==> src/rtl/regfile_access_arbiter.sv <==
// ============================================================================
// Module      : regfile_access_arbiter
// Description : Write/read port arbiter for the card regfile. It serves two
//               write requesters, a full-deck read sweep and single-card reads.
//               Define REGFILE_ARB_RR_EN to select round-robin write
//               arbitration. The default is fixed priority w0 > w1.
// Revision    : 1.0 - initial release
// ============================================================================
`default_nettype none

module regfile_access_arbiter #(
    parameter int ADDR_W    = 5,
    parameter int DATA_W    = 8,
    parameter int MAX_CARDS = 32
) (
    input  logic              clk,
    input  logic              rst,
    input  logic [ADDR_W:0]   num_of_cards,
    input  logic              w0_req,
    input  logic [ADDR_W-1:0] w0_addr,
    input  logic [DATA_W-1:0] w0_data,
    output logic              w0_ack,
    input  logic              w1_req,
    input  logic [ADDR_W-1:0] w1_addr,
    input  logic [DATA_W-1:0] w1_data,
    output logic              w1_ack,
    output logic              rf_w_en,
    output logic [ADDR_W-1:0] rf_w_addr,
    output logic [DATA_W-1:0] rf_w_data,
    input  logic              sweep_start,
    output logic              sweep_busy,
    output logic              sweep_valid,
    output logic [ADDR_W-1:0] sweep_idx,
    output logic              sweep_done,
    input  logic              one_req,
    input  logic [ADDR_W-1:0] one_addr,
    output logic              one_valid,
    output logic [ADDR_W-1:0] rf_r_addr
);

    localparam logic [2:0] c_st_idle       = 3'd0;
    localparam logic [2:0] c_st_sweep      = 3'd1;
    localparam logic [2:0] c_st_sweep_tail = 3'd2;
    localparam logic [2:0] c_st_one        = 3'd3;
    localparam logic [2:0] c_st_one_wait   = 3'd4;

    localparam logic [ADDR_W:0]   c_max_cards = (ADDR_W+1)'(MAX_CARDS);
    localparam logic [ADDR_W:0]   c_cnt_one   = (ADDR_W+1)'(1);
    localparam logic [ADDR_W-1:0] c_addr_one  = ADDR_W'(1);

    // ------------------------------------------------------------------
    // Write arbitration
    // ------------------------------------------------------------------
    logic w_grant0;
    logic w_grant1;

`ifdef REGFILE_ARB_RR_EN
    // r_prio_w1 marks w1 as the preferred requester on the next collision
    logic r_prio_w1;

    always_comb begin
        w_grant1 = w1_req && (!w0_req || r_prio_w1);
        w_grant0 = w0_req && !w_grant1;
    end

    always_ff @(posedge clk) begin
        if (rst) begin
            r_prio_w1 <= 1'b0;
        end else if (w_grant0) begin
            r_prio_w1 <= 1'b1;
        end else if (w_grant1) begin
            r_prio_w1 <= 1'b0;
        end
    end
`else
    assign w_grant0 = w0_req;
    assign w_grant1 = w1_req && !w0_req;
`endif

    always_ff @(posedge clk) begin
        if (rst) begin
            rf_w_en   <= 1'b0;
            rf_w_addr <= '0;
            rf_w_data <= '0;
            w0_ack    <= 1'b0;
            w1_ack    <= 1'b0;
        end else begin
            rf_w_en <= 1'b0;
            w0_ack  <= 1'b0;
            w1_ack  <= 1'b0;
            if (w_grant0) begin
                rf_w_en   <= 1'b1;
                rf_w_addr <= w0_addr;
                rf_w_data <= w0_data;
                w0_ack    <= 1'b1;
            end else if (w_grant1) begin
                rf_w_en   <= 1'b1;
                rf_w_addr <= w1_addr;
                rf_w_data <= w1_data;
                w1_ack    <= 1'b1;
            end
        end
    end

    // ------------------------------------------------------------------
    // Read sequencing
    // ------------------------------------------------------------------
    logic [2:0]      r_state;
    logic [ADDR_W:0] r_cnt;
    logic [ADDR_W:0] r_last;
    logic [ADDR_W:0] w_n_clamped;

    assign w_n_clamped = (num_of_cards > c_max_cards) ? c_max_cards : num_of_cards;

    always_ff @(posedge clk) begin
        if (rst) begin
            r_state     <= c_st_idle;
            r_cnt       <= '0;
            r_last      <= '0;
            rf_r_addr   <= '0;
            sweep_busy  <= 1'b0;
            sweep_valid <= 1'b0;
            sweep_idx   <= '0;
            sweep_done  <= 1'b0;
            one_valid   <= 1'b0;
        end else begin
            sweep_valid <= 1'b0;
            sweep_done  <= 1'b0;
            one_valid   <= 1'b0;
            // busy covers the sweep_done cycle and drops right after it
            if (sweep_done) begin
                sweep_busy <= 1'b0;
            end

            case (r_state)
                c_st_idle: begin
                    if (sweep_start) begin
                        sweep_busy <= 1'b1;
                        if (w_n_clamped == '0) begin
                            sweep_done <= 1'b1;
                        end else begin
                            r_last    <= w_n_clamped - c_cnt_one;
                            r_cnt     <= '0;
                            rf_r_addr <= '0;
                            r_state   <= c_st_sweep;
                        end
                    end else if (one_req) begin
                        rf_r_addr <= one_addr;
                        r_state   <= c_st_one;
                    end
                end
                c_st_sweep: begin
                    // rf_r_addr now addresses card r_cnt; its data arrives next cycle
                    sweep_valid <= 1'b1;
                    sweep_idx   <= rf_r_addr;
                    if (r_cnt == r_last) begin
                        r_state <= c_st_sweep_tail;
                    end else begin
                        r_cnt     <= r_cnt + c_cnt_one;
                        rf_r_addr <= rf_r_addr + c_addr_one;
                    end
                end
                c_st_sweep_tail: begin
                    sweep_done <= 1'b1;
                    r_state    <= c_st_idle;
                end
                c_st_one: begin
                    one_valid <= 1'b1;
                    r_state   <= c_st_one_wait;
                end
                c_st_one_wait: begin
                    r_state <= c_st_idle;
                end
                default: begin
                    r_state <= c_st_idle;
                end
            endcase
        end
    end

endmodule

`default_nettype wire

==> config.mk <==
export PLATFORM = sky130hd
export DESIGN_NAME = regfile_access_arbiter
export DESIGN_NICKNAME = d
export VERILOG_FILES = /design/src/rtl/regfile_access_arbiter.sv
export SDC_FILE = /design/constraint.sdc
export NUM_CORES = 1
export LEC_CHECK = 0
export BUFFER_PORTS_ARGS = -buffer_cell sky130_fd_sc_hd__buf_2
export CAP_MARGIN = 5
export CORE_MARGIN = 2
export CORE_UTILIZATION = 55
export CTS_BUF_LIST = sky130_fd_sc_hd__clkbuf_4
export CTS_CLUSTER_SIZE = 20
export DETAILED_ROUTE_END_ITERATION = 10
export GPL_ROUTABILITY_DRIVEN = 0
export MAX_ROUTING_LAYER = met4
export PLACE_DENSITY_LB_ADDON = 0.25
export REMOVE_ABC_BUFFERS = 1
export SYNTH_ARGS = -nofsm -noshare
export SYNTH_HDL_FRONTEND = slang
export SYNTH_SLANG_ARGS = --single-unit
==> constraint.sdc <==
create_clock -name clk -period 4.07 [get_ports clk]
set_input_delay 0 -clock clk [delete_from_list [all_inputs] [get_ports clk]]
set_output_delay 0 -clock clk [all_outputs]
set_load 0.01 [all_outputs]
==> results by group <==
Synth
  – Mean post-synth cell area: 8.55 um^2
  – Top FF cell, synth: dfxtp_1
  – Synth top area share: 0.437
  – Ys Warns: 0
  – Top-count cell post-synth: nor2_1
  – Asr flop ratio synth: 0
  – Post-synth EDFFs: 0
  – Cell variety after synth: 44
  – Sequential element share of the synthesized area: 0.437
  – Cell Area, Synth: 2060 um^2
  – Syn Inst Count: 241
  – Seq cells post-synth: 45
  – Synth cell count leaders: nor2_1, dfxtp_1, a21oi_1
  – Top cells by area, synth: dfxtp_1, nor2_1, mux2i_1, a21oi_1, nand2_1
  – Largest area contributor in the netlist: dfxtp_1

Critical path
  – Slowest cell on crit path: or4b_4
  – R2r endpoint: r_last[0]$_SDFFE_PP0P_
  – Cells along the critical path: or4b_4, a31oi_4, nor2_1, a311oi_1, dlygate4sd3_1
  – CP max stage delay: 600 ps
  – R2R cell count: 5
  – Required time of the worst setup path: 4370 ps
  – Crit path arrival time: 2530 ps
  – Crit-path max FO: 9
  – Type of origin of the critical path: flip-flop
  – R2R Path Start: r_state[2]$_SDFFE_PP0P_
  – CP endpoint kind: flip-flop
  – CP bufs+invs: 1
  – Critical path class: flip-flop to flip-flop
  – Top Family by Delay on Critical Path: simple AND/OR/NAND/NOR gates
  – Reg2Reg Setup Slack: 1840 ps

Layout
  – Syn-to-layout area delta: 36.7%
  – Area of the multi-input gates: 1100 um^2
  – Final core occ: 0.775
  – Filler cell count in the final layout: 265
  – Final cell count without fillers: 391
  – Antenna Cells: 0
  – # nets final: 389
  – FF+latch area: 901 um^2
  – Final Instance Area: 2820 um^2
  – Share of layout cells above drive strength 1: 0.242

Global route
  – Grt met1 use: 0.351
  – Largest net degree at the start of global routing: 42
  – Vias in the first global route: 1,984
  – Initial antenna violation count: 0
  – Total track usage: 0.286
  – Global route total overflow: 0
  – First-pass GRT wire length: 9160 um
  – Global Route met3 Usage: 0.0599
  – Met2 usage: 0.454
  – GRT busiest layer: met2

Floorplanning
  – Core area: 3630 um^2
  – Die width: 65.2 um
  – Die area: 4250 um^2
  – Row Count: 22
  – Initial Utilization: 0.567
  – I/O Pins: 73
  – Die H: 65.2 um

CTS
  – Root Driver: clkbuf_4
  – H-Tree Depth: 2
  – Worst skew pair latency: 360 ps
  – CTS Sinks: 45
  – CTS Buf Count: 5
  – Clk buf depth: 2
  – CTS resizes: 0
  – TritonCTS clock tree: built
  – Reg clk slew, reported paths: 140 ps

Route
  – Initial DRT Pass Iterations: 4
  – Routed len/inst: 14.2 um
  – Post-DRT Antenna Nets: 0
  – Initial drt markers: 185
  – Drt via density: 5.37
  – DRC viols: 0
  – DRT Wirelength: 5550 um
  – Vias: 2,100

Worst hold path
  – Hold path start: sweep_start
  – Hold depth: 4
  – Hold Path End: r_state[1]$_SDFFE_PP0P_
  – Worst hold path type: input port to flip-flop

Run status
  – Status: finished clean

Power
  – Sw Share: 0.329
  – Internal power: 672 uW
  – Net Sw Power: 330 uW
  – Reg power frac: 0.512
  – Power Dens Cells: 356 nW/um^2
  – Clock power share: 0.209
  – Logic pwr share: 0.279
  – Leakage: 0.00125 uW
  – Peak VDD IR: 0.195 mV

Timing
  – Setup total negative slack: 0 ps
  – Fin Clk Skew: 15.9 ps
  – Final hold vios: 0
  – Period Utilization, post-route: 0.547
  – # setup viols final: 0
  – Actual slew at the worst max-slew pin: 840 ps
  – Slew margin rel.: 0.437
  – Worst hold margin: 30.6 ps
  – RSZ-0062 raised after global routing: no
  – Max-slew violation count: 0
  – Peak Freq: 449 MHz
  – Final Critical Period: 2230 ps

Place
  – Post-DP HPWL: 3270 um
  – Cell count after placement: 351
  – Placed cell area: 2440 um^2
  – Count of input and output buffers: 72

Job
  – Max_cap viols: 0
==> timing repair <==
item | CTS | global route
hold buffers | 32 | 0
hold endpoints to repair | 18 | 0
setup buffers | 0 | 0
==> per-stage QoR <==
| stage | worst slack, ps | total power [uW] |
|---|---|---|
| global route | 1620 | 1060 |
| CTS | 1870 | 998 |
| global placement | 2020 | 757 |
| finish | 1840 | 1000 |
| detailed placement | 1910 | 765 |
| floorplan | 2350 | 668 |
==> how the worst max path moves through the flow <==
stage,from,to,cells past startpoint
floorplan,r_state[0]$_SDFFE_PP0P_,rf_r_addr[1]$_SDFFE_PP0P_,4
global placement,r_state[0]$_SDFFE_PP0P_,rf_r_addr[1]$_SDFFE_PP0P_,4
detailed placement,r_state[0]$_SDFFE_PP0P_,rf_r_addr[4]$_SDFFE_PP0P_,4
CTS,r_state[2]$_SDFFE_PP0P_,r_last[0]$_SDFFE_PP0P_,5
global route,r_state[0]$_SDFFE_PP0P_,rf_r_addr[3]$_SDFFE_PP0P_,4
finish,r_state[2]$_SDFFE_PP0P_,r_last[0]$_SDFFE_PP0P_,5
==> power groups by stage <==
stage | Clock [uW] | Sequential (uW) | Combinational (uW)
finish | 209 | 513 | 280
global route | 230 | 519 | 311
CTS | 214 | 512 | 273
detailed placement | 0 | 522 | 243
global placement | 0 | 520 | 237
floorplan | 0 | 529 | 139
==> cell families after synthesis <==
family | count (synthesis) | synth area share
AOI/OAI and AO/OA | 55 | 0.178
xor gates and xnor gates | 12 | 0.0510
adders and majority gates | 4 | 0.0243
buffers and inverters | 16 | 0.0297
DFF | 45 | 0.437
muxes | 13 | 0.0631
and+or+nand+nor | 96 | 0.217
==> sequential cells by signal (all words and copies together) (netlist names), 3 cells and up <==
name       flops
r_state        3
r_last         6
sweep_idx      5
r_cnt          6
rf_w_addr      5
rf_w_data      8
rf_r_addr      5
==> area by class of cell <==
| cell class | instances | share of cell area |
|---|---|---|
| Timing Repair Buffer | 104 | 0.242 |
| Inverter | 6 | 0.00799 |
| Clock inverter | 3 | 0.00622 |
| Tap cell | 48 | 0.0213 |
| Sequential cell | 45 | 0.320 |
| Multi-Input combinational cell | 180 | 0.390 |
| Clock buffer | 5 | 0.0133 |
==> placed cells by master, fill, tap and decap left out, types with 2 or more instances in the layout <==
cell | synthesis | final
a211oi_1 | 3 | 3
a21o_1 | 2 | 2
a21oi_1 | 25 | 25
a221oi_1 | 2 | 2
a311oi_1 | 2 | 2
buf_2 | 1 | 72
clkbuf_4 | 0 | 5
dfxtp_1 | 45 | 45
dlygate4sd3_1 | 0 | 32
ha_1 | 4 | 4
inv_1 | 6 | 6
mux2i_1 | 13 | 13
nand2_1 | 21 | 21
nand3_1 | 3 | 3
nand4_1 | 5 | 5
nor2_1 | 47 | 47
nor2b_1 | 4 | 4
nor3_1 | 5 | 5
o2111ai_1 | 3 | 3
o211ai_1 | 3 | 3
o21ai_0 | 3 | 3
o31ai_1 | 2 | 2
xnor2_1 | 8 | 8
xor2_1 | 4 | 4
==> metal layers <==
layer | share of wire | up-vias
met5 | 0 | -
met4 | 0.015 | 0
met3 | 0.063 | 8
met2 | 0.47 | 80
met1 | 0.45 | 967
li1 | - | 1045
==> worst min-delay path, stage by stage <==
cell and delay (ps):
buf_2 140, inv_1 80, a22oi_1 70, nor2_1 70
No activity file was read; power rests on OpenSTA's default activity.
